[config.mk]
export PLATFORM = sky130hd
export DESIGN_NAME = fetch_responder_flat
export DESIGN_NICKNAME = d
export VERILOG_FILES = /design/src/rtl/fetch_pkg.sv /design/src/rtl/fetch_responder_if.sv /design/src/rtl/sync_fifo.sv /design/src/rtl/fetch_responder.sv /design/src/flat_wrapper.sv
export SDC_FILE = /design/constraint.sdc
export NUM_CORES = 1
export LEC_CHECK = 0
export BUFFER_PORTS_ARGS = -buffer_cell sky130_fd_sc_hd__buf_2
export CORE_MARGIN = 2
export CORE_UTILIZATION = 40
export CTS_CLUSTER_SIZE = 16
export DETAILED_ROUTE_END_ITERATION = 10
export PLACE_DENSITY = 0.58
export SYNTH_ARGS = -nofsm -noshare
export SYNTH_HDL_FRONTEND = slang
export SYNTH_SLANG_ARGS = --single-unit
[constraint.sdc]
create_clock -name clk -period 17.89 [get_ports clk]
set_input_delay 2.6835 -clock clk [delete_from_list [all_inputs] [get_ports clk]]
set_output_delay 2.6835 -clock clk [all_outputs]
set_load 0.05 [all_outputs]
[src/rtl/fetch_pkg.sv]
// Shared widths and payload types for the fetch/decode boundary.
package fetch_pkg;

  localparam int WARP_ID_W   = 32;
  localparam int PC_W        = 32;
  localparam int INST_W      = 32;
  localparam int IMEM_AW     = 10;
  localparam int DEF_MEM_LAT = 2;
  localparam int DEF_DEPTH   = 4;

  typedef struct packed {
    logic [WARP_ID_W-1:0] warp_id;
    logic [PC_W-1:0]      pc;
  } fetch_req_t;

  typedef struct packed {
    logic [WARP_ID_W-1:0] warp_id;
    logic [PC_W-1:0]      pc;
    logic [INST_W-1:0]    inst;
    logic                 misalign;
  } fetch_rsp_t;

  function automatic logic is_misaligned(input logic [1:0] pc_lo);
    return pc_lo != 2'b00;
  endfunction

endpackage

[src/rtl/fetch_responder_if.sv]
// Fetch request, instruction memory and decode-side signals of the responder.
interface fetch_responder_if;
  import fetch_pkg::*;

  logic                 s_tvalid;
  logic                 s_tready;
  logic [WARP_ID_W-1:0] s_warp_id;
  logic [PC_W-1:0]      s_pc;

  logic                 imem_req_valid;
  logic [IMEM_AW-1:0]   imem_addr;
  logic [INST_W-1:0]    imem_rdata;

  logic                 m_tvalid;
  logic                 m_tready;
  logic [WARP_ID_W-1:0] m_warp_id;
  logic [PC_W-1:0]      m_pc;
  logic [INST_W-1:0]    m_inst;
  logic                 m_misalign;

  modport slave (
    input  s_tvalid, s_warp_id, s_pc, imem_rdata, m_tready,
    output s_tready, imem_req_valid, imem_addr,
           m_tvalid, m_warp_id, m_pc, m_inst, m_misalign
  );

  modport master (
    output s_tvalid, s_warp_id, s_pc, imem_rdata, m_tready,
    input  s_tready, imem_req_valid, imem_addr,
           m_tvalid, m_warp_id, m_pc, m_inst, m_misalign
  );

endinterface

[src/rtl/sync_fifo.sv]
// Registered FIFO with occupancy count and a synchronous clear.
module sync_fifo #(
  parameter int WIDTH = 8,
  parameter int DEPTH = 4,
  localparam int CW   = $clog2(DEPTH + 1),
  localparam int AW   = $clog2(DEPTH)
) (
  input  logic             clk,
  input  logic             rst,
  input  logic             flush,
  input  logic             push,
  input  logic [WIDTH-1:0] wr_data,
  input  logic             pop,
  output logic [WIDTH-1:0] rd_data,
  output logic [CW-1:0]    count
);

  logic [WIDTH-1:0] mem [DEPTH];
  logic [AW-1:0]    wr_ptr;
  logic [AW-1:0]    rd_ptr;

  assign rd_data = mem[rd_ptr];

  always_ff @(posedge clk or posedge rst) begin
    if (rst) begin
      wr_ptr <= '0;
      rd_ptr <= '0;
      count  <= '0;
      for (int i = 0; i < DEPTH; i++) mem[i] <= '0;
    end else if (flush) begin
      wr_ptr <= '0;
      rd_ptr <= '0;
      count  <= '0;
    end else begin
      if (push) begin
        mem[wr_ptr] <= wr_data;
        wr_ptr      <= wr_ptr + AW'(1);
      end
      if (pop) rd_ptr <= rd_ptr + AW'(1);
      case ({push, pop})
        2'b10:   count <= count + CW'(1);
        2'b01:   count <= count - CW'(1);
        default: ;
      endcase
    end
  end

endmodule

[src/rtl/fetch_responder.sv]
// Accepts fetch requests, reads instruction memory through a tag pipeline and
// buffers responses for decode; credits reserve a FIFO slot for every read in flight.
module fetch_responder
  import fetch_pkg::*;
#(
  parameter int MEM_LAT = DEF_MEM_LAT,
  parameter int DEPTH   = DEF_DEPTH
) (
  input logic             clk,
  input logic             rst,
  input logic             flush,
  fetch_responder_if.slave bus
);

  localparam int CW = $clog2(DEPTH + 1);
  localparam logic [CW:0] DEPTH_C = (CW + 1)'(DEPTH);

  fetch_req_t        req;
  fetch_req_t        tag_q [MEM_LAT];
  logic [MEM_LAT-1:0] tag_v;
  fetch_rsp_t        wr_rsp;
  fetch_rsp_t        head;
  logic [CW-1:0]     fifo_count;
  logic [CW-1:0]     inflight;
  logic [CW:0]       credit_sum;
  logic              accept;
  logic              last_v;
  logic              push;
  logic              pop;

  assign req        = '{warp_id: bus.s_warp_id, pc: bus.s_pc};
  assign credit_sum = {1'b0, fifo_count} + {1'b0, inflight};

  assign bus.s_tready       = !rst && !flush && (credit_sum < DEPTH_C);
  assign accept             = bus.s_tvalid && bus.s_tready;
  assign bus.imem_req_valid = accept;
  assign bus.imem_addr      = bus.s_pc[IMEM_AW+1:2];

  // The last tag stage lines up with the cycle its read data is on imem_rdata.
  assign last_v = tag_v[MEM_LAT-1];
  assign push   = last_v && !flush;
  assign wr_rsp = '{warp_id:  tag_q[MEM_LAT-1].warp_id,
                    pc:       tag_q[MEM_LAT-1].pc,
                    inst:     bus.imem_rdata,
                    misalign: is_misaligned(tag_q[MEM_LAT-1].pc[1:0])};

  always_ff @(posedge clk or posedge rst) begin
    if (rst) begin
      tag_v <= '0;
      for (int i = 0; i < MEM_LAT; i++) tag_q[i] <= '0;
    end else if (flush) begin
      tag_v <= '0;
    end else begin
      tag_v[0] <= accept;
      if (accept) tag_q[0] <= req;
      for (int i = 1; i < MEM_LAT; i++) begin
        tag_v[i] <= tag_v[i-1];
        tag_q[i] <= tag_q[i-1];
      end
    end
  end

  always_ff @(posedge clk or posedge rst) begin
    if (rst) begin
      inflight <= '0;
    end else if (flush) begin
      inflight <= '0;
    end else begin
      case ({accept, last_v})
        2'b10:   inflight <= inflight + CW'(1);
        2'b01:   inflight <= inflight - CW'(1);
        default: ;
      endcase
    end
  end

  sync_fifo #(
    .WIDTH ($bits(fetch_rsp_t)),
    .DEPTH (DEPTH)
  ) u_fifo (
    .clk     (clk),
    .rst     (rst),
    .flush   (flush),
    .push    (push),
    .wr_data (wr_rsp),
    .pop     (pop),
    .rd_data (head),
    .count   (fifo_count)
  );

  assign bus.m_tvalid   = (fifo_count != '0) && !flush;
  assign pop            = bus.m_tvalid && bus.m_tready;
  assign bus.m_warp_id  = head.warp_id;
  assign bus.m_pc       = head.pc;
  assign bus.m_inst     = head.inst;
  assign bus.m_misalign = head.misalign;

endmodule

[src/flat_wrapper.sv]
// flat-port wrapper written by rule: the top's interface ports become plain ports
module fetch_responder_flat import fetch_pkg::*;
#(
  parameter int MEM_LAT = DEF_MEM_LAT,
  parameter int DEPTH   = DEF_DEPTH
)
  (clk, rst, flush, bus_s_tvalid, bus_s_warp_id, bus_s_pc, bus_imem_rdata, bus_m_tready, bus_s_tready, bus_imem_req_valid, bus_imem_addr, bus_m_tvalid, bus_m_warp_id, bus_m_pc, bus_m_inst, bus_m_misalign);
  fetch_responder_if bus_i ();
  input logic clk;
  input logic rst;
  input logic flush;
  input wire logic [$bits(bus_i.s_tvalid)-1:0] bus_s_tvalid;
  input wire logic [$bits(bus_i.s_warp_id)-1:0] bus_s_warp_id;
  input wire logic [$bits(bus_i.s_pc)-1:0] bus_s_pc;
  input wire logic [$bits(bus_i.imem_rdata)-1:0] bus_imem_rdata;
  input wire logic [$bits(bus_i.m_tready)-1:0] bus_m_tready;
  output wire logic [$bits(bus_i.s_tready)-1:0] bus_s_tready;
  output wire logic [$bits(bus_i.imem_req_valid)-1:0] bus_imem_req_valid;
  output wire logic [$bits(bus_i.imem_addr)-1:0] bus_imem_addr;
  output wire logic [$bits(bus_i.m_tvalid)-1:0] bus_m_tvalid;
  output wire logic [$bits(bus_i.m_warp_id)-1:0] bus_m_warp_id;
  output wire logic [$bits(bus_i.m_pc)-1:0] bus_m_pc;
  output wire logic [$bits(bus_i.m_inst)-1:0] bus_m_inst;
  output wire logic [$bits(bus_i.m_misalign)-1:0] bus_m_misalign;
  assign bus_i.s_tvalid = bus_s_tvalid;
  assign bus_i.s_warp_id = bus_s_warp_id;
  assign bus_i.s_pc = bus_s_pc;
  assign bus_i.imem_rdata = bus_imem_rdata;
  assign bus_i.m_tready = bus_m_tready;
  assign bus_s_tready = bus_i.s_tready;
  assign bus_imem_req_valid = bus_i.imem_req_valid;
  assign bus_imem_addr = bus_i.imem_addr;
  assign bus_m_tvalid = bus_i.m_tvalid;
  assign bus_m_warp_id = bus_i.m_warp_id;
  assign bus_m_pc = bus_i.m_pc;
  assign bus_m_inst = bus_i.m_inst;
  assign bus_m_misalign = bus_i.m_misalign;
  fetch_responder #(.MEM_LAT(MEM_LAT), .DEPTH(DEPTH)) u_core (.clk(clk), .rst(rst), .flush(flush), .bus(bus_i));
endmodule
# Yosys cells after proc, flatten, opt, wreduce, memory -nomap -nowiden
# Cells that the tools add are included.
[op_classes] addsub=7 order_cmp=4 eq_ne=4 muxes=15 n_bitwise=3 reduce_logical=17
[ops] op="$bwmux 388" n=1
[ops] op="$mux 97" n=3
[ops] op="$bmux 97 s2" n=1
[ops] op="$demux 97 s2" n=1
[ops] op="$pmux 3 s2" n=2
[ops] op="$mux 2" n=5
[ops] op="$reduce_bool 3->1" n=3
[ops] op="$logic_and 1x1->1" n=7
[ops] op="$add 3x1->3 const B" n=2
[ops] op="$ge 3x3->1 const B" n=2
[ops] op="$mux 3" n=2
[ops] op="$not 2->3" n=2
[ops] op="$reduce_bool 2->1" n=3
[ops] op="$sub 3x1->3 const B" n=2
[ops] op="$add 2x1->2 const B" n=2
[ops] op="$add 3x3->4" n=1
[ops] op="$eq 2x1->1 const B" n=2
[ops] op="$eq 2x2->1 const B" n=2
[ops] op="$lt 4x3->1 const B" n=1
[ops] op="$reduce_and 2->1" n=2
[ops] op="$lt 3x1->1 const B" n=1
[ops] op="$logic_not 1->1" n=2
[ops] op="$not 1->1" n=1
[totals] reg_bits=528 input_bits=101 output_inout_bits=110 wordCells=63

# Logic depth before layout (Yosys ltp)
[depth] ltp_word=7 mapped_depth=10 mapped_depth_nobuf=8

# Hierarchy
# A second synthesis with hierarchy kept.
[hier_totals] hier_cells=1435 hier_area_um2=22789.4
[modules_own_cells] module="sync_fifo" instances=1 cells_each=978 area_per_inst_um2=17593.1 seq_area_each_um2=9884.5
[modules_own_cells] module="fetch_responder" instances=1 cells_each=457 area_per_inst_um2=5196.2 seq_area_each_um2=3328.2

# Worst setup path before layout
# Ideal clock, no wire load.
[synth_timing] path_type="in2out" start="input rst" end="output bus_imem_req_valid" t_arrival_ps=3775 required_ps=15207 slack_ps=11431 cell_stages=5 n_path_buf=2 cell_sequence="nor4_4 > nand4b_2 > buf_6 > buf_6 > inv_1"
[synth_between] elab_chain_len=4
[synth_rtl] element="start: declaration" line_no="flat_wrapper.sv:10" rtl="input logic rst;"
[synth_rtl] element="$logic_not 1->1" line_no="fetch_responder.sv:34" rtl="assign bus.s_tready = !rst && !flush && (credit_sum < DEPTH_C);"
[synth_rtl] element="$logic_and 1x1->1 (2 in a row)" line_no="fetch_responder.sv:34"
[synth_rtl] element="$logic_and 1x1->1" line_no="fetch_responder.sv:35" rtl="assign accept = bus.s_tvalid && bus.s_tready;"
[synth_rtl] element="end: declaration" line_no="flat_wrapper.sv:18" rtl="output wire logic [$bits(bus_i.imem_req_valid)-1:0] bus_imem_req_valid;"
# No other way between the ends.

# Worst setup path in the final report
# Same ends and word-level chain as after synthesis.

==> impl_summary.md <==
Outcome
The run finished with clean final reports.

Placement
The HPWL after detailed placement is 26990 um. The last weighted congestion value of the routability-driven placer is 0.6868. The placed instance area is 23920 um2.

Buffers placed on the I/O ports in this run total 210.

Logic synthesis
The cell taking the most area after synthesis is sky130_fd_sc_hd__dfrtp_1. In the synthesized netlist, the number of instances is 1299. Summed over its instances, the top area cell type makes up 59.30% of the synthesized netlist area. Yosys printed 0 warnings. Yosys mapped the design onto 29 distinct sky130hd cell types. A synthesized cell averages between 15 and 20 um2.

After synthesis the netlist holds a flip-flop and latch count of 528. The synthesized area is ~22000 um2. In the post-synthesis netlist, the biggest area contributors are sky130_fd_sc_hd__dfrtp_1, sky130_fd_sc_hd__mux2_2, sky130_fd_sc_hd__mux4_2. Of the synthesized area, sequential elements account for 59.30%.

Synthesis produced a netlist with a net count of 1408.

STA
In the finished design, the share of the clock period the worst path needs comes to 39.32%. The number of max-slew violations in the final report is 0. Setup repair after global routing left no endpoint under its margin. The clock tree skew after final layout is 0.01374 ns. At the pin with the least slew margin, the transition time is about 1.1 ns. The setup total negative slack is 0 ns.

The final number of hold-violating endpoints is 0. Measured against its own limit, the worst slew margin works out to 24.73%. The achievable frequency is 142.2 MHz. The minimum clock period is 7.035 ns. Setup violations remaining at the end of the flow were counted as 0.

Routing
The first-iteration detailed-routing DRC count is roughly 480. Summed over all layers, the routed wires come to 47200 um. The first-pass detailed-route iteration total is 6. The number of routed nets with antenna violations is 0. The per-cell via count in the routed design is between 5 and 6. The number of remaining DRC errors is 0. In the final routed layout, each cell accounts on average for between 20 and 25 um. The final route contains approximately 12000 vias.

Clocking
TritonCTS created between 50 and 60 clock buffers. The number of setup buffers added after CTS is 0. The tree is rooted in a sky130_fd_sc_hd__clkbuf_16.

The clock net in this run drives a total of ~530 sinks. The clock tree buffer depth is 3. The post-cts gate resize count is 0.

The clock latency of the later-clocked register in the worst-skew pair is 0.62 ns. The post-cts hold buffer count is 0. The CTS tree is yes. The H-tree generated during clock tree synthesis spans 2 levels. After clock tree synthesis, the clock-pin slew on the worst setup and hold paths is around 0.06 ns.

Floorplan
For this configuration, the core starts out at a cell density of 40.44%. The number of top-level pins is between 200 and 250. The floorplan step defined a die boundary enclosing 57610 um2. The floorplan has 86 rows. The height of the die is roughly 240 um. The floorplan step set the die width to 240.0 um.

After floorplanning, the core was sized to cover about 55000 um2.

Power
The internal portion of the total power is 2.297 mW. For this design the total switching power over the nets is 1.039 mW. Across the VDD grid, the largest voltage drop is 75.43 uV. The leakage power is 12.46 nW. The clock network burns about a third of the power. The total power divided by cell area is 129.6 nW/um2.

The portion of total power attributed to sequential cells is between 40% and 50%. Combinational cells account for 21.8% of the total power. Of the total power, the share spent switching nets is 31.15%. Overall power consumption after layout is estimated at 3.336 mW.

Worst setup path
The startpoint type of the worst setup path is a primary input. The number of cell instances on the worst register-to-register path is 8. The startpoint identified for the worst register-to-register timing path is u_core.u_fifo.count[2]. The critical path data arrival time is 4.35 ns. The end of the worst register-to-register path is u_core.inflight[2]. The register-to-register path setup slack is 14.60 ns. STA classifies the critical path endpoint as a primary output. The worst setup path is of the primary input to primary output kind. For the worst setup path, the data required time is 15.21 ns.

Along the worst path, the maximum fanout reaches 28.

GRT
After global routing the overflow that remains totals 0. Global routing consumed, over all layers together, 16.87% of the routing resources. The number of antenna violations at the first check in global routing is 10. The first-pass GRT wire length is approximately 75000 um. The number of global-route vias before repair is 12800. The largest net degree at the start of global routing is 156.

Min path
The tightest min-delay check is of the register to register type. The hold path depth is 1. The end of the worst hold path is u_core.tag_v[1]. The worst hold path begins at u_core.tag_v[0].

Job
Max-cap violations in this run came to 0.

Cells and area
Relative to the synthesized area, the layout overhead comes to 15.53%. The summed area of non-filler cells in the final layout is ~26000 um2. In the final layout, the share of cells above drive strength 1 is 60.95%.

The total number of nets in the final design is 1602.
==> per-stage QoR <==
stage / instances / worst slack, ns / hold WS (ns) / util, %
floorplan: 1299 / 0.4530 / 0.4385 / -
global placement: 2182 / 10.80 / 0.4581 / 43.42
detailed placement: 2182 / 10.82 / 0.4628 / 43.42
CTS: 2282 / 10.82 / 0.4761 / 46.72
global route: 2282 / 10.74 / 0.4834 / 46.72
finish: 2284 / 10.86 / 0.4692 / 46.73
==> layout make-up <==
type | count | area, um2
Antenna cell | 2 | 5.005
Clock buffer | 85 | 1692
Clock inverter | 15 | 122.6
Fill cell | 4827 | 29350
Inverter | 5 | 26.28
Multi-Input combinational cell | 676 | 8574
Sequential cell | 528 | 13220
Tap cell | 748 | 935.9
Timing Repair Buffer | 225 | 1166
==> cells by family after synthesis <==
kind of cell / synth area share [%]
compound gates: 0.08985
mux: 36.44
buf+inv: 2.347
simple gates: 1.145
flops: 59.30
xor+xnor: 0.1573
fa+ha+maj: 0.5166
==> registers in the layout, indices dropped and copies added (netlist names) <==
| register | cells |
|---|---|
| u_core.tag_q | 128 |
| u_core.u_fifo.rd_ptr | 2 |
| u_core.u_fifo.mem | 388 |
| u_core.tag_v | 2 |
| u_core.u_fifo.count | 3 |
| u_core.u_fifo.wr_ptr | 2 |
| u_core.inflight | 3 |
==> placed cells by master, fill, tap and decap left out, drive strengths merged, types with 2 or more instances in the layout <==
cell / synthesis / final
mux4: 97 / 97
nor2: 11 / 11
o21ai: 4 / 4
clkbuf: 12 / 85
mux2i: 5 / 5
nand2: 8 / 8
clkinv: 0 / 11
dfrtp: 528 / 528
and2: 2 / 2
xnor2: 3 / 3
fa: 2 / 2
buf: 78 / 225
inv: 5 / 8
nor2b: 9 / 9
ha: 6 / 6
mux2: 517 / 517
nand2b: 4 / 4
diode: 0 / 2
==> worst max-delay path by stage <==
| stage | startpoint | endpoint | slack (ns) | cells past startpoint |
|---|---|---|---|---|
| after CTS | rst | bus_imem_req_valid | 10.82 | 5 |
| final | rst | bus_imem_req_valid | 10.86 | 5 |
| after detailed placement | flush | bus_s_tready | 10.82 | 4 |
| after global placement | rst | bus_imem_req_valid | 10.80 | 5 |
| after floorplan | rst | u_core.inflight[0] | 0.45 | 1 |
| after global routing | rst | bus_imem_req_valid | 10.74 | 5 |
==> cell usage after synthesis <==
library cell	count
sky130_fd_sc_hd__dfrtp_1	528
sky130_fd_sc_hd__mux2_2	497
sky130_fd_sc_hd__mux4_2	97
sky130_fd_sc_hd__buf_2	55
sky130_fd_sc_hd__buf_4	20
sky130_fd_sc_hd__mux2_4	17
sky130_fd_sc_hd__clkbuf_1	12
sky130_fd_sc_hd__nor2_1	11
sky130_fd_sc_hd__nor2b_1	9
sky130_fd_sc_hd__ha_1	6
sky130_fd_sc_hd__inv_1	5
sky130_fd_sc_hd__mux2i_1	5
sky130_fd_sc_hd__nand2_1	4
sky130_fd_sc_hd__nand2_2	4
sky130_fd_sc_hd__nand2b_1	4
sky130_fd_sc_hd__o21ai_0	4
sky130_fd_sc_hd__buf_6	3
sky130_fd_sc_hd__mux2_1	3
sky130_fd_sc_hd__xnor2_1	3
sky130_fd_sc_hd__and2_1	2
sky130_fd_sc_hd__fa_1	2
sky130_fd_sc_hd__and3b_1	1
sky130_fd_sc_hd__and4bb_2	1
sky130_fd_sc_hd__nand3_1	1
sky130_fd_sc_hd__nand4b_2	1
sky130_fd_sc_hd__nor3_1	1
sky130_fd_sc_hd__nor3b_2	1
sky130_fd_sc_hd__nor4_4	1
sky130_fd_sc_hd__xor2_1	1
==> power groups by stage <==
stage	Combinational (mW)	Clock, mW	Sequential, mW
after floorplan	0.592	0	1.45
after global placement	0.732	0	1.48
after detailed placement	0.741	0	1.49
after CTS	0.743	1.18	1.47
after global routing	0.773	1.23	1.49
final	0.728	1.14	1.47
==> per-layer routing <==
metal  GRT usage, %  up-vias  share of wire, %
met4          4.555       18               1.9
li1               -     5172                 -
met2          27.83      204                48
met3          3.972       82               5.2
met1          22.41     6303                44
met5              0        -              0.25
==> worst max-delay path: stages <==
cell                       delay, ns
sky130_fd_sc_hd__buf_2          0.15
sky130_fd_sc_hd__nor4_4         0.32
sky130_fd_sc_hd__nand4b_4       0.56
sky130_fd_sc_hd__inv_1          0.32
sky130_fd_sc_hd__buf_2          0.31
No activity file was read; power rests on OpenSTA's default activity.
